**src/rtl/sdram_pattern_tester.sv**
```systemverilog
// Self-test engine for sdram_controller: writes an address-derived pattern over [START_ADDR..END_ADDR], then reads back and compares.
// Latency: one request per word per pass; a request issues two cycles after the previous ack, or on the cycle after istart.
// Backpressure: holds each req with stable address/data until the one-cycle ack, bounded by a per-request watchdog.
module sdram_pattern_tester #(
  parameter int                ADDR_W      = 22,
  parameter int                DATA_W      = 128,
  parameter logic [ADDR_W-1:0] START_ADDR  = '0,
  parameter logic [ADDR_W-1:0] END_ADDR    = ADDR_W'(255),
  parameter logic [31:0]       SEED        = 32'hA5C3_0F1E,
  parameter int                TIMEOUT_CYC = 1024
) (
  input  logic              iclk,
  input  logic              ireset,
  input  logic              istart,
  output logic              owrite_req,
  output logic [ADDR_W-1:0] owrite_address,
  output logic [DATA_W-1:0] owrite_data,
  input  logic              iwrite_ack,
  output logic              oread_req,
  output logic [ADDR_W-1:0] oread_address,
  input  logic [DATA_W-1:0] iread_data,
  input  logic              iread_ack,
  output logic              obusy,
  output logic              odone,
  output logic              opass,
  output logic              otimeout,
  output logic [15:0]       oerr_count,
  output logic [ADDR_W-1:0] ofirst_err_addr
);

  // The pattern is four 32-bit lanes, so the data path is fixed at 128 bits.
  if (DATA_W != 128) begin : g_bad_data_w
    $error("sdram_pattern_tester: DATA_W must be 128");
  end
  if (START_ADDR > END_ADDR) begin : g_bad_range
    $error("sdram_pattern_tester: START_ADDR must not exceed END_ADDR");
  end

  localparam int               WD_W    = $clog2(TIMEOUT_CYC) + 1;
  localparam logic [WD_W-1:0]  WD_LAST = WD_W'(TIMEOUT_CYC - 1);

  typedef enum logic [2:0] {
    S_IDLE, S_WR_REQ, S_WR_NEXT, S_RD_REQ, S_RD_CHECK, S_DONE
  } state_t;

  // Lanes alternate inverted/true pattern so adjacent data bits toggle.
  function automatic logic [127:0] pattern(input logic [ADDR_W-1:0] a);
    logic [31:0] p;
    p = 32'(a) ^ SEED;
    return {~p, p, ~p, p};
  endfunction

  state_t            state_q, state_d;
  logic [ADDR_W-1:0] addr_q, addr_d;
  logic [DATA_W-1:0] wdata_q, wdata_d;
  logic [DATA_W-1:0] capture_q, capture_d;
  logic [WD_W-1:0]   wdog_q, wdog_d;
  logic              wreq_q, wreq_d;
  logic              rreq_q, rreq_d;
  logic              busy_q, busy_d;
  logic              done_q, done_d;
  logic              pass_q, pass_d;
  logic              timeout_q, timeout_d;
  logic [15:0]       err_q, err_d;
  logic [ADDR_W-1:0] first_q, first_d;
  logic [ADDR_W-1:0] addr_inc;
  logic [15:0]       err_next;

  assign addr_inc = addr_q + ADDR_W'(1);

  // Next-state and next-output logic; wdata_q always tracks pattern(addr_q) once a run starts.
  always_comb begin
    state_d   = state_q;
    addr_d    = addr_q;
    wdata_d   = wdata_q;
    capture_d = capture_q;
    wdog_d    = wdog_q;
    wreq_d    = wreq_q;
    rreq_d    = rreq_q;
    busy_d    = busy_q;
    done_d    = done_q;
    pass_d    = pass_q;
    timeout_d = timeout_q;
    err_d     = err_q;
    first_d   = first_q;
    err_next  = err_q;
    case (state_q)
      S_IDLE, S_DONE: begin
        if (istart) begin
          addr_d    = START_ADDR;
          wdata_d   = pattern(START_ADDR);
          err_d     = '0;
          first_d   = '0;
          timeout_d = 1'b0;
          done_d    = 1'b0;
          pass_d    = 1'b0;
          busy_d    = 1'b1;
          wdog_d    = '0;
          wreq_d    = 1'b1;
          state_d   = S_WR_REQ;
        end
      end
      S_WR_REQ: begin
        // An ack arriving on the last watchdog cycle still completes normally.
        if (iwrite_ack) begin
          wreq_d  = 1'b0;
          state_d = S_WR_NEXT;
        end else if (wdog_q == WD_LAST) begin
          wreq_d    = 1'b0;
          timeout_d = 1'b1;
          busy_d    = 1'b0;
          done_d    = 1'b1;
          pass_d    = 1'b0;
          state_d   = S_DONE;
        end else begin
          wdog_d = wdog_q + WD_W'(1);
        end
      end
      S_WR_NEXT: begin
        wdog_d = '0;
        if (addr_q == END_ADDR) begin
          addr_d  = START_ADDR;
          wdata_d = pattern(START_ADDR);
          rreq_d  = 1'b1;
          state_d = S_RD_REQ;
        end else begin
          addr_d  = addr_inc;
          wdata_d = pattern(addr_inc);
          wreq_d  = 1'b1;
          state_d = S_WR_REQ;
        end
      end
      S_RD_REQ: begin
        if (iread_ack) begin
          capture_d = iread_data;
          rreq_d    = 1'b0;
          state_d   = S_RD_CHECK;
        end else if (wdog_q == WD_LAST) begin
          rreq_d    = 1'b0;
          timeout_d = 1'b1;
          busy_d    = 1'b0;
          done_d    = 1'b1;
          pass_d    = 1'b0;
          state_d   = S_DONE;
        end else begin
          wdog_d = wdog_q + WD_W'(1);
        end
      end
      S_RD_CHECK: begin
        if (capture_q != wdata_q) begin
          if (err_q != 16'hFFFF) begin
            err_next = err_q + 16'd1;
          end
          if (err_q == 16'd0) begin
            first_d = addr_q;
          end
        end
        err_d  = err_next;
        wdog_d = '0;
        if (addr_q == END_ADDR) begin
          busy_d  = 1'b0;
          done_d  = 1'b1;
          pass_d  = (err_next == 16'd0) && !timeout_q;
          state_d = S_DONE;
        end else begin
          addr_d  = addr_inc;
          wdata_d = pattern(addr_inc);
          rreq_d  = 1'b1;
          state_d = S_RD_REQ;
        end
      end
      default: begin
        wreq_d  = 1'b0;
        rreq_d  = 1'b0;
        busy_d  = 1'b0;
        state_d = S_IDLE;
      end
    endcase
  end

  // State and all registered outputs, cleared by synchronous reset.
  always_ff @(posedge iclk) begin
    if (ireset) begin
      state_q   <= S_IDLE;
      addr_q    <= '0;
      wdata_q   <= '0;
      capture_q <= '0;
      wdog_q    <= '0;
      wreq_q    <= 1'b0;
      rreq_q    <= 1'b0;
      busy_q    <= 1'b0;
      done_q    <= 1'b0;
      pass_q    <= 1'b0;
      timeout_q <= 1'b0;
      err_q     <= '0;
      first_q   <= '0;
    end else begin
      state_q   <= state_d;
      addr_q    <= addr_d;
      wdata_q   <= wdata_d;
      capture_q <= capture_d;
      wdog_q    <= wdog_d;
      wreq_q    <= wreq_d;
      rreq_q    <= rreq_d;
      busy_q    <= busy_d;
      done_q    <= done_d;
      pass_q    <= pass_d;
      timeout_q <= timeout_d;
      err_q     <= err_d;
      first_q   <= first_d;
    end
  end

  assign owrite_req      = wreq_q;
  assign owrite_address  = addr_q;
  assign owrite_data     = wdata_q;
  assign oread_req       = rreq_q;
  assign oread_address   = addr_q;
  assign obusy           = busy_q;
  assign odone           = done_q;
  assign opass           = pass_q;
  assign otimeout        = timeout_q;
  assign oerr_count      = err_q;
  assign ofirst_err_addr = first_q;

endmodule

```
**config.mk**
```make
export PLATFORM = sky130hd
export DESIGN_NAME = sdram_pattern_tester
export DESIGN_NICKNAME = d
export VERILOG_FILES = /design/src/rtl/sdram_pattern_tester.sv
export SDC_FILE = /design/constraint.sdc
export NUM_CORES = 1
export LEC_CHECK = 0
export ABC_CLOCK_PERIOD_IN_PS = 3300
export BUFFER_PORTS_ARGS = -buffer_cell sky130_fd_sc_hd__clkbuf_2
export CORE_MARGIN = 4
export CORE_UTILIZATION = 54
export CTS_BUF_LIST = sky130_fd_sc_hd__clkbuf_8
export CTS_CLUSTER_SIZE = 28
export DETAILED_ROUTE_END_ITERATION = 10
export PLACE_DENSITY = 0.83
export SLEW_MARGIN = 20
export SYNTH_ARGS = -nofsm -noshare
export SYNTH_HDL_FRONTEND = slang
export SYNTH_SLANG_ARGS = --single-unit
```
**constraint.sdc**
```tcl
create_clock -name iclk -period 3.3 [get_ports iclk]
set_input_delay 0.66 -clock iclk [delete_from_list [all_inputs] [get_ports iclk]]
set_output_delay 0.66 -clock iclk [all_outputs]
set_load 0.01 [all_outputs]
```
==> impl_metrics.json <==
{
  "p_switching_mw": 1.92,
  "synth_most_common_cell": "nand2_1",
  "switching_share_pct": 29.6,
  "syn_area_per_cell_um2": 7.63,
  "p_per_area_mw_per_mm2": 473,
  "arrival_ns": 3.61,
  "min_period_ns": 3.16,
  "cts_buffer_depth": 3,
  "grt_first_pass_wirelength_mm": 58.1,
  "rows": 53,
  "crit_type": "reg2reg",
  "cts_made_buffers": 39,
  "synthFlopType": "dfxtp_1",
  "grt_overflow": 0,
  "skew_ns": 0.0445,
  "p_clk_share_pct": 38.1,
  "crit_chain": "buf_4 > xor2_1 > nor4_1 > nand4_1 > or4_1 > or4_1 > a32oi_1 > o211ai_1 > o31ai_1",
  "synthArstFlopShare_pct": 0,
  "die_w_um": 155,
  "p_seq_share_pct": 46.0,
  "ir_worst_vdd_mv": 0.292,
  "clk_latency_ns": 0.56,
  "drt_iter0_drc": 1044,
  "final-hold-violation-count": 0,
  "clkSinkCount": 231,
  "ys_seq_elements": 231,
  "io_buffers": 328,
  "placed_cell_area_mm2": 0.0129,
  "relSlewSlack_pct": 35.2,
  "fin_crit_sh_pct": 95.7,
  "antenna_cells_inserted": 0,
  "leakagePower_nw": 5.78,
  "setup_tns_ns": 0,
  "setup_slack_ns": 0.143,
  "wirelength_mm": 38.5,
  "nets": 1889,
  "dr.pass1.iters": 5,
  "startpoint": "oread_address[5]",
  "cts-hold-fix-buffers": 0,
  "syn_area_mm2": 0.0117,
  "postSynthCellCount": 1540,
  "max_freq_ghz": 0.317,
  "drc": 0,
  "num_vias": 11700,
  "cp.required_ns": 3.75,
  "dp_cells": 1986,
  "yosysWarnings": 0,
  "die_h_um": 155,
  "cp_slowest_stage_delay_ns": 0.60,
  "synth_top_area_cell": "dfxtp_1",
  "crit_path_frequent_cell": "or4_1",
  "ys_top_cells_by_area": "dfxtp_1 (39%), nand2_1 (11%), a21oi_1 (8.2%), buf_4 (8.1%), xor2_1 (4.8%)",
  "path_max_fanout": 11,
  "cts.reportedPaths.clkPinSlew_ns": 0.07,
  "ys_top_cells_by_count": "nand2_1 (329), dfxtp_1 (231), a21oi_1 (192)",
  "cp-end-kind": "flop",
  "design_area_mm2": 0.0137,
  "start_util_pct": 55.3,
  "setup_viol": 0,
  "synthDistinctLibCells": 60,
  "synth_top_area_share_pct": 39.4,
  "rsz0062_at_grt": "no",
  "tightest_slew_ns": 0.971,
  "crit_slowest_cell": "or4_1",
  "core_mm2": 0.0212,
  "synth_edf_count": 0,
  "slew_violations": 0,
  "hold_start": "iread_data[109]",
  "syn_to_final_growth_pct": 16.5,
  "worstReg2RegStart": "oread_address[5]",
  "yosysSeqAreaShare_pct": 39.4,
  "routed_via_density": 5.70,
  "hp-class": "in2reg",
  "htree_levels": 2,
  "crit_family": "simple AND/OR/NAND/NOR gates",
  "post-dp-hpwl_mm": 28.2,
  "grt_max_degree": 122,
  "grt_pass1_vias": 10800,
  "antenna_found_initial": 0,
  "place_congestion": 0.994,
  "whs_ns": 0.311,
  "layout-drive-gt1-share_pct": 25.8,
  "die_area_mm2": 0.0242,
  "ios": 349,
  "crit_buf_inv": 1,
  "internal-power_mw": 4.56,
  "drt.antenna.violating_nets": 0,
  "fillers": 1853,
  "wire_per_inst_um": 18.8,
  "grt_use_total_pct": 30.0,
  "cts_tree": "done",
  "fin_cells": 2052,
  "critPathLaunchType": "flop",
  "drv_cap": 0,
  "combPwrFrac_pct": 15.8,
  "pre_cts_slack_ns": 0.146,
  "root_buffer": "clkbuf_8",
  "status": "complete, no violations"
}
[per-stage QoR]
step	util, %	total power [mW]
floorplan	-	3.69
global route	64.5	6.71
detailed placement	60.9	4.03
global placement	60.9	4.02
CTS	64.4	6.48
finish	64.5	6.47
[area by class of cell]
class | instances | area (um^2) | share of cell area, %
multi-input cells | 1081 | 5820 | 42.5
clock buffers | 44 | 606 | 4.43
repair buffers | 389 | 2120 | 15.5
well taps | 275 | 344 | 2.51
flip-flops and latches | 231 | 4630 | 33.8
inverters | 10 | 37.5 | 0.274
clock inverters | 22 | 131 | 0.960
[flip-flops by register name (all words and copies together), names as in the netlist, 3 cells and up]
name,flops
capture_q,128
oerr_count,16
ofirst_err_addr,22
oread_address,21
owrite_data,24
state_q,3
wdog_q,11
[power by group through the flow]
stage                     combinational [mW]  sequential, mW  clock, mW
after floorplan                        0.660            3.03          0
after global placement                 0.991            3.03          0
after detailed placement                1.00            3.03          0
after CTS                               1.01            2.97       2.50
after global routing                    1.10            2.98       2.62
final                                   1.02            2.98       2.47
[final timing paths]
| path | cells after the start | slack (ns) | endpoint |
|---|---|---|---|
| worst min register to register | 2 | 0.45 | ofirst_err_addr[11] |
| worst max register to register | 9 | 0.14 | opass |
| worst min-delay path | 3 | 0.31 | capture_q[109] |
| worst max-delay path | 9 | 0.14 | opass |
[worst min-delay path: cells and delay by family]
kind                   cells  cell delay [ns]
buffers and inverters      1             0.08
AND/OR/NAND/NOR            1             0.04
AO/OA/AOI/OAI              1             0.05
[logic make-up after synthesis]
kind of cell / after synthesis / synth area share [%]
XOR/XNOR: 115 / 8.58
AO/OA/AOI/OAI: 303 / 14.7
adder cells (fa/ha/maj): 4 / 0.426
multiplexers: 11 / 0.948
buffers and inverters: 247 / 12.1
AND/OR/NAND/NOR: 628 / 23.9
other: 1 / 0.0319
flip-flops: 231 / 39.4
[cell usage in the layout (no fill, tap or decap), types with 10 or more instances in the layout]
| cell | instances |
|---|---|
| a21oi_1 | 192 |
| nor4_1 | 31 |
| inv_1 | 25 |
| xor2_1 | 64 |
| a211oi_1 | 16 |
| o21ai_0 | 31 |
| nor2_1 | 102 |
| nor3_1 | 23 |
| o22ai_1 | 13 |
| conb_1 | 20 |
| or4_1 | 10 |
| xnor2_1 | 51 |
| clkbuf_8 | 44 |
| nand2_1 | 329 |
| dfxtp_1 | 230 |
| mux2i_1 | 10 |
| clkbuf_2 | 327 |
| and3_1 | 17 |
| nand3_1 | 43 |
| buf_4 | 60 |
| nand4_1 | 26 |
[per-layer routing]
layer	vias up	GRT usage, %	share of wire [%]
met5	-	0	0
met4	0	13.3	4.1
met3	112	5.76	11
met2	745	47.8	46
met1	5345	39.6	39
li1	5504	-	-
[what timing repair did]
item,in CTS,in global routing
resized for setup,0,3
setup endpoints to repair,0,30
setup buffers,0,0
(Power assumes the default switching activity.)
